**config.mk**
```make
export PLATFORM = sky130hd
export DESIGN_NAME = mlp_inference_sequencer_flat
export DESIGN_NICKNAME = d
export VERILOG_FILES = /design/src/rtl/mlp_inference_sequencer_if.sv /design/src/rtl/mlp_inference_sequencer.sv /design/src/flat_wrapper.sv
export SDC_FILE = /design/constraint.sdc
export NUM_CORES = 1
export LEC_CHECK = 0
export CORE_AREA = 2 2 265 267
export DETAILED_ROUTE_END_ITERATION = 8
export DIE_AREA = 0 0 267 269
export PLACE_DENSITY = 0.6
export SLEW_MARGIN = 20
export SYNTH_ARGS = -nofsm -noshare
export SYNTH_HDL_FRONTEND = slang
export SYNTH_SLANG_ARGS = --single-unit
```
**constraint.sdc**
```tcl
create_clock -name clk -period 1.8 [get_ports clk]
set_input_delay 0.36 -clock clk [delete_from_list [all_inputs] [get_ports clk]]
set_output_delay 0.36 -clock clk [all_outputs]
set_load 0.02 [all_outputs]
```
**src/rtl/mlp_inference_sequencer_if.sv**
```systemverilog
// Stream, network and result signals of the MLP inference sequencer.
// Perf ports exist only when INFER_PERF_CNT_EN is defined.
interface mlp_inference_sequencer_if #(
  parameter int WIDTH    = 16,
  parameter int IN_SIZE  = 16,
  parameter int OUT_SIZE = 5,
  parameter int CLS_W    = 3
);
  logic                             in_valid;
  logic                             in_ready;
  logic [IN_SIZE-1:0][WIDTH-1:0]    in_data;
  logic [IN_SIZE-1:0][WIDTH-1:0]    net_data;
  logic                             net_start;
  logic                             net_done;
  logic [OUT_SIZE-1:0][WIDTH-1:0]   net_result;
  logic                             out_valid;
  logic                             out_ready;
  logic [OUT_SIZE-1:0][WIDTH-1:0]   out_data;
  logic [CLS_W-1:0]                 out_class;
  logic                             out_timeout;
  logic                             busy;
`ifdef INFER_PERF_CNT_EN
  logic [31:0]                      perf_frames;
  logic [15:0]                      perf_timeouts;
  logic [15:0]                      perf_last_lat;
`endif

  modport slave (
    input  in_valid, in_data, net_done,
    input  net_result, out_ready,
    output in_ready, net_data, net_start,
    output out_valid, out_data, out_class,
    output out_timeout, busy
`ifdef INFER_PERF_CNT_EN
    , output perf_frames, perf_timeouts
    , output perf_last_lat
`endif
  );

  modport master (
    output in_valid, in_data, net_done,
    output net_result, out_ready,
    input  in_ready, net_data, net_start,
    input  out_valid, out_data, out_class,
    input  out_timeout, busy
`ifdef INFER_PERF_CNT_EN
    , input perf_frames, perf_timeouts
    , input perf_last_lat
`endif
  );
endinterface

```
**src/rtl/mlp_inference_sequencer.sv**
```systemverilog
// One-frame-in-flight sequencer: accept, launch, wait/timeout, argmax.
// Optional perf counters via INFER_PERF_CNT_EN.
module mlp_inference_sequencer #(
  parameter int WIDTH    = 16,
  parameter int NFRAC    = 10,
  parameter int IN_SIZE  = 16,
  parameter int OUT_SIZE = 5,
  parameter int TIMEOUT  = 1024,
  parameter int CLS_W    = 3
) (
  input logic                 clk,
  input logic                 reset,
  mlp_inference_sequencer_if.slave bus
);

  localparam int CNT_W = $clog2(TIMEOUT);

  if (TIMEOUT < 2 || (1 << CLS_W) < OUT_SIZE ||
      NFRAC >= WIDTH || IN_SIZE < 1) begin : g_bad_cfg
    $error("mlp_inference_sequencer: bad parameters");
  end

  typedef enum logic [1:0] {
    IDLE, LAUNCH, WAIT, PRESENT
  } state_t;

  state_t           state, state_nx;
  logic             done_q;
  logic             done_evt;
  logic             tmo_hit;
  logic             accept;
  logic             cap_done;
  logic             cap_to;
  logic [CNT_W-1:0] cnt;
  logic [CLS_W-1:0] best_idx;
  logic [WIDTH-1:0] best;

  assign done_evt = bus.net_done & ~done_q;
  assign tmo_hit  = (cnt == CNT_W'(TIMEOUT - 1));

  assign bus.in_ready  = (state == IDLE);
  assign bus.net_start = (state == LAUNCH);
  assign bus.out_valid = (state == PRESENT);
  assign bus.busy      = (state != IDLE);

  // argmax, signed, ties keep the lowest index
  always_comb begin
    best_idx = '0;
    best     = bus.net_result[0];
    for (int i = 1; i < OUT_SIZE; i++) begin
      if ($signed(bus.net_result[i]) > $signed(best)) begin
        best     = bus.net_result[i];
        best_idx = CLS_W'(i);
      end
    end
  end

  // state register
  always_ff @(posedge clk or negedge reset) begin
    if (!reset) state <= IDLE;
    else        state <= state_nx;
  end

  // next state and capture strobes
  always_comb begin
    state_nx = state;
    accept   = 1'b0;
    cap_done = 1'b0;
    cap_to   = 1'b0;
    unique case (state)
      IDLE: begin
        if (bus.in_valid) begin
          accept   = 1'b1;
          state_nx = LAUNCH;
        end
      end
      LAUNCH: state_nx = WAIT;
      WAIT: begin
        if (done_evt) begin
          cap_done = 1'b1;
          state_nx = PRESENT;
        end else if (tmo_hit) begin
          cap_to   = 1'b1;
          state_nx = PRESENT;
        end
      end
      PRESENT: begin
        if (bus.out_ready) state_nx = IDLE;
      end
      default: state_nx = IDLE;
    endcase
  end

  // datapath: features, wait counter, result capture
  always_ff @(posedge clk or negedge reset) begin
    if (!reset) begin
      done_q          <= 1'b0;
      cnt             <= '0;
      bus.net_data    <= '0;
      bus.out_data    <= '0;
      bus.out_class   <= '0;
      bus.out_timeout <= 1'b0;
    end else begin
      done_q <= bus.net_done;
      if (accept) bus.net_data <= bus.in_data;
      if (state == LAUNCH)
        cnt <= '0;
      else if (state == WAIT && !done_evt && !tmo_hit)
        cnt <= cnt + CNT_W'(1);
      if (cap_done) begin
        bus.out_data    <= bus.net_result;
        bus.out_class   <= best_idx;
        bus.out_timeout <= 1'b0;
      end
      if (cap_to) begin
        bus.out_data    <= '0;
        bus.out_class   <= '0;
        bus.out_timeout <= 1'b1;
      end
    end
  end

`ifdef INFER_PERF_CNT_EN
  logic [31:0] lat_full;
  logic [15:0] lat_sat;

  assign lat_full = 32'(cnt) + 32'd1;
  assign lat_sat  = (lat_full > 32'h0000_FFFF) ?
                    16'hFFFF : lat_full[15:0];

  // frame, timeout and latency counters
  always_ff @(posedge clk or negedge reset) begin
    if (!reset) begin
      bus.perf_frames   <= '0;
      bus.perf_timeouts <= '0;
      bus.perf_last_lat <= '0;
    end else begin
      if (cap_done) begin
        bus.perf_frames   <= bus.perf_frames + 32'd1;
        bus.perf_last_lat <= lat_sat;
      end
      if (cap_to)
        bus.perf_timeouts <= bus.perf_timeouts + 16'd1;
    end
  end
`endif

endmodule

```
**src/flat_wrapper.sv**
```systemverilog
// flat-port wrapper written by rule: the top's interface ports become plain ports
module mlp_inference_sequencer_flat 
#(
  parameter int WIDTH    = 16,
  parameter int NFRAC    = 10,
  parameter int IN_SIZE  = 16,
  parameter int OUT_SIZE = 5,
  parameter int TIMEOUT  = 1024,
  parameter int CLS_W    = 3
)
  (clk, reset, bus_in_valid, bus_in_data, bus_net_done, bus_net_result, bus_out_ready, bus_in_ready, bus_net_data, bus_net_start, bus_out_valid, bus_out_data, bus_out_class, bus_out_timeout, bus_busy);
  mlp_inference_sequencer_if #(.WIDTH(WIDTH), .IN_SIZE(IN_SIZE), .OUT_SIZE(OUT_SIZE), .CLS_W(CLS_W)) bus_i ();
  input logic clk;
  input logic reset;
  input wire logic [$bits(bus_i.in_valid)-1:0] bus_in_valid;
  input wire logic [$bits(bus_i.in_data)-1:0] bus_in_data;
  input wire logic [$bits(bus_i.net_done)-1:0] bus_net_done;
  input wire logic [$bits(bus_i.net_result)-1:0] bus_net_result;
  input wire logic [$bits(bus_i.out_ready)-1:0] bus_out_ready;
  output wire logic [$bits(bus_i.in_ready)-1:0] bus_in_ready;
  output wire logic [$bits(bus_i.net_data)-1:0] bus_net_data;
  output wire logic [$bits(bus_i.net_start)-1:0] bus_net_start;
  output wire logic [$bits(bus_i.out_valid)-1:0] bus_out_valid;
  output wire logic [$bits(bus_i.out_data)-1:0] bus_out_data;
  output wire logic [$bits(bus_i.out_class)-1:0] bus_out_class;
  output wire logic [$bits(bus_i.out_timeout)-1:0] bus_out_timeout;
  output wire logic [$bits(bus_i.busy)-1:0] bus_busy;
  assign bus_i.in_valid = bus_in_valid;
  assign bus_i.in_data = bus_in_data;
  assign bus_i.net_done = bus_net_done;
  assign bus_i.net_result = bus_net_result;
  assign bus_i.out_ready = bus_out_ready;
  assign bus_in_ready = bus_i.in_ready;
  assign bus_net_data = bus_i.net_data;
  assign bus_net_start = bus_i.net_start;
  assign bus_out_valid = bus_i.out_valid;
  assign bus_out_data = bus_i.out_data;
  assign bus_out_class = bus_i.out_class;
  assign bus_out_timeout = bus_i.out_timeout;
  assign bus_busy = bus_i.busy;
  mlp_inference_sequencer #(.WIDTH(WIDTH), .NFRAC(NFRAC), .IN_SIZE(IN_SIZE), .OUT_SIZE(OUT_SIZE), .TIMEOUT(TIMEOUT), .CLS_W(CLS_W)) u_core (.clk(clk), .reset(reset), .bus(bus_i));
endmodule
```
* Yosys cells after proc, flatten, opt, wreduce, memory -nomap -nowiden
Cells that the tools add are included.
Cells by class: equality and inequality tests 7, bitwise gates (word level) 2, muxes and demuxes 27, reduce and logical (&&, ||, !) cells 9, $lt $le $gt $ge 4, add/subtract/negate cells 1
Operators by type and width (number):
- $mux W80 | 2
- $gt A16 B16 Y1 | 4
- $mux W16 | 3
- $mux W10 | 2
- $mux W3 | 5
- $add A10 B1 Y10 const B | 1
- $eq A10 B10 Y1 const B | 1
- $mux W1 | 10
- $mux W2 | 4
- $pmux W2 S4 | 1
- $reduce_bool A2 Y1 | 3
- $eq A2 B2 Y1 const B | 2
- $ne A2 B2 Y1 const B | 2
- $ne A3 B1 Y1 const B | 1
- $reduce_and A3 Y1 | 1
- $eq A2 B1 Y1 const B | 1
- $logic_and A1 B1 Y1 | 2
- $logic_not A1 Y1 | 2
- $logic_not A2 Y1 | 1
- $and A1 B1 Y1 | 1
- $not A1 Y1 | 1
Storage, ports and cells: register bits 353, input bits 341, output and inout port bits 344

* Logic depth before layout (Yosys ltp)
depth after elaboration 10, gate-level depth with buffers 44

* Worst setup path after synthesis
No wires, ideal clock.
path kind in2reg, start point in bus_net_result[15], end point reg u_core.bus.out_class[0], slack -6921 ps, arrival time 8655 ps, stages on the path 42, data required time 1734 ps, path through inv_1 ha_1 nand4_1 or2_1 a211o_4 and4_4 nor2_1 buf_2 mux2_2 inv_1 ha_1 a21o_1 a21o_1 a21o_1 a21o_1 a211oi_1 a2bb2oi_1 a21oi_1 (+6 left out) a21oi_1 a211oi_1 o21ai_0 mux2i_1 a41o_1 clkbuf_1 mux2_2 ha_1 nor2b_1 o21a_1 o21a_1 o21a_1 o211ai_1 a21oi_1 a211oi_1 mux2_2 a21oi_1 a22o_1
Between the ends: word-level cells in the longest chain between the ends 10, elaborated cells between the ends (all ways) 13
RTL lines:
- start, declared | line flat_wrapper.sv:18 | input wire logic [$bits(bus_i.net_result)-1:0] bus_net_result;
- $gt A16 B16 Y1 | line mlp_inference_sequencer.sv:51 | if ($signed(bus.net_result[i]) > $signed(best)) begin
- $mux W16 | line mlp_inference_sequencer.sv:51
- $gt A16 B16 Y1 | line mlp_inference_sequencer.sv:51
- $mux W16 | line mlp_inference_sequencer.sv:51
- $gt A16 B16 Y1 | line mlp_inference_sequencer.sv:51
- $mux W16 | line mlp_inference_sequencer.sv:51
- $gt A16 B16 Y1 | line mlp_inference_sequencer.sv:51
- $mux W3 (*) | line mlp_inference_sequencer.sv:51
- $mux W3 (*) | line mlp_inference_sequencer.sv:110 | if (cap_done) begin
- $mux W3 (*) | line mlp_inference_sequencer.sv:115 | if (cap_to) begin
- end signal, assigned | line mlp_inference_sequencer.sv:112 | bus.out_class <= best_idx;
- end, declared | line mlp_inference_sequencer_if.sv:32 | output out_valid, out_data, out_class,
Mark *: on every way between the ends. The rest lies on a longest branch, timed or not. The select of a mux whose other input is x is not followed. A chain may end at the register's enable or synchronous reset.

* Final worst setup path
Ends and elaborated chain as after synthesis.

==> metrics <==
Avg WL per Cell=20.9 microns; port bufs=about 700; max_slew headroom=66.2%; Setup Skew=0.0155 ns; sequential group share of total power=30.5%; Fill cells=6,524; hold slack=0.0743 ns; r2r setup slk=-0.05 ns; DRC Markers=0; Syn Nets=roughly 1,600; Die W=267 microns; initial antenna violation count=11; outcome=complete, but fails checks; most frequent cells in the layout=dfrtp_1, dlygate4sd2_1, clkdlybuf4s50_1, mux2_2, buf_4; post-synthesis xor/xnor area fraction=less than 1%; ys flop type=dfrtp_1; Post-Synth Simple-Gate Area=under 10%; Worst setup SP type=input port; Leak=around 13 nW; mux cell area share after synthesis=21.7%; Mean Syn Cell Area=approximately 13 sq um; Yosys cell types=60; most common cell after layout, fill and taps aside=dfrtp_1; Initial DRC Count=just under 600; # rows=97; pin count of the biggest net entering global routing=60; CP Capture Type=flip-flop; peak fanout along the critical path=6; CTS Root Cell=clkbuf_16; Fmax achieved=130 MHz; CTS tree=yes; Core ar.=0.0693 sq mm; cell family with most CP delay=compound AO/OA/AOI/OAI gates; Hold Vio Cnt, Final=0; Int Pwr=28.3 mW; Routability Congestion=0.884; drt total wl=around 66 mm; clock latency on the worst-skew pair=around 0.57 ns; Setup-failing EPs final=58; number of synthesis warnings=0; Net Sw Power=17.6 mW; Worst-path clk slew=about 0.060 ns; Design Power=45.9 mW; power share of the clock group=19.7%; first-pass GRT wire length=89.3 mm; Slew @ Worst Pin=0.500 ns; initial core utilization=roughly 23%; grt total ovfl=0; io pins=685; Final Non-Filler Cells=3,170; Post-Place Worst Slack=-7.05 ns; Post-Synth Adder-Cell Area=5.36%; share of cells above drive strength 1=37.3%; Area Overhead vs Synth=83.2%; DP Wirelength=49.5 mm; combinational family with the most area after synthesis=multiplexers; post-route ant nets=0; Placed Cells=3,019; Tmin final=7.67 ns; sequential fraction of the synthesis area=56.5%; Switching Fraction=a little under two fifths; WP buf/inv=6; Mapped Cells=~1,200; Comb pwr share=49.9%; maxcap violations=0; DR vias=between 10,000 and 15,000; power per cell area=1600 mW/mm^2; IR drop worst, VDD=0.793 mV; number of flops mapped to enable cells by yosys=0; Die H=~270 microns; Worst Path Required=about 2.3 ns; ys async rst share=between 90% and 100%; Num CTS Buffers=43; Syn Std Cell Area=0.0156 sq mm; Yosys reg bits=around 350; final worst path period share=426%; GRT Util Overall=16.3%; die area=0.0718 sq mm; CP max-delay cell=a211o_4; hold crit path type=in2reg; vias in the first global route=between 10,000 and 15,000; fin nets=2,602; CTS sink cnt=353; Setup WS post-layout=-5.87 ns; H-Tree Depth=2; Critical Path AT=8.17 ns; setup repair after global routing missed its margin=true; clk buf depth=3; critical path type=in2reg; DRT Pass-1 Iters=4; slowest stage delay, CP=~0.34 ns; Final Max Slew Viols=0; failing checks=setup timing; number of vias per cell=~4.3; Synth Area in Compound Gates=about 6.8%; setup TNS=-18.25 ns
==> worst paths after layout <==
path | start | end | cells after the start
setup reg to reg | u_core.cnt[5] | u_core.bus.out_class[0] | 8
max in group asynchronous | reset | u_core.bus.net_data[87] | 4
hold / removal | bus_net_result[15] | u_core.bus.out_data[15] | 3
setup / recovery | bus_net_result[15] | u_core.bus.out_class[0] | 44
min in group asynchronous | reset | u_core.bus.net_data[150] | 2
hold reg to reg | u_core.bus.net_data[179] | u_core.bus.net_data[179] | 1
==> per-stage QoR <==
step / utilization [%] / cell area, sq um
floorplan: - / 15900
global placement: 37.0 / 25600
detailed placement: 37.0 / 25600
CTS: 39.2 / 27200
global route: 41.3 / 28700
finish: 41.4 / 28700
==> power groups by stage <==
stage,sequential (mW),clock (mW),combinational (mW)
2_1_floorplan,18.5,0,6.34
6_report,14.0,9.03,22.9
3_3_place_gp,14.0,0,23.1
3_5_place_dp,14.2,0,23.4
4_1_cts,13.9,9.27,21.3
5_1_grt,14.5,9.60,24.3
==> tightest hold or removal path: cells and delay by family <==
kind	cells	cell delay, ns
buffers and inverters	2	0.17
AOI/OAI and AO/OA	1	0.07
==> cell families (layout without fill, tap and decap cells) <==
| group | count (synthesis) | count (layout) |
|---|---|---|
| flip-flops | 353 | 353 |
| multiplexers | 304 | 304 |
| AND/OR/NAND/NOR | 218 | 218 |
| AO/OA/AOI/OAI | 162 | 162 |
| buffers and inverters | 118 | 1115 |
| adder cells (fa/ha/maj) | 67 | 67 |
| XOR/XNOR | 7 | 7 |
| other | 0 | 4 |
==> per-layer routing <==
layer / GRT usage [%] / up-vias / wire, microns
met5: 0 / - / 41
met4: 4.30 / 6 / 1490
met3: 5.10 / 93 / 4940
met2: 28.4 / 492 / 32600
met1: 19.4 / 6827 / 27300
li1: - / 6283 / -
==> cell usage after synthesis, types with 5 or more instances <==
master / n / share of area [%]
nor2_1: 20 / 0.48
mux2i_1: 17 / 1.1
nand2_1: 144 / 3.5
xor2_1: 5 / 0.28
ha_1: 67 / 5.4
a21oi_1: 19 / 0.61
dfrtp_1: 353 / 56
clkbuf_1: 58 / 1.4
o22ai_1: 38 / 1.5
o21ai_0: 57 / 1.8
nand4_1: 17 / 0.68
nor2b_1: 5 / 0.20
mux2_2: 287 / 21
inv_1: 57 / 1.4
a21o_1: 12 / 0.58
==> cell type report <==
type	count	area (sq um)	area share, %
clock inverters	17	233	0.812
repair buffers	981	9540	33.3
clock buffers	60	1250	4.36
diodes	4	10.0	0.0349
well taps	940	1180	4.10
multi-input cells	758	7370	25.7
inverters	57	239	0.834
flip-flops and latches	353	8830	30.8
==> registers in the layout (all words and copies together), names as in the netlist <==
name                    count
u_core.bus.net_data       256
u_core.bus.out_class        3
u_core.done_q               1
u_core.bus.out_timeout      1
u_core.cnt                 10
u_core.state                2
u_core.bus.out_data        80
==> what timing repair did <==
| action | 4_1_cts | 5_1_grt |
|---|---|---|
| setup buffers | 24 | 20 |
| setup endpoints to repair | 425 | 127 |
| pin swaps | 47 | 64 |
| gates resized for setup | 517 | 215 |
| endpoints found under the hold margin | 31 | 0 |
| hold buffers | 1 | 0 |
| gates cloned | 0 | 26 |
Power figures use the tool's default switching activity.
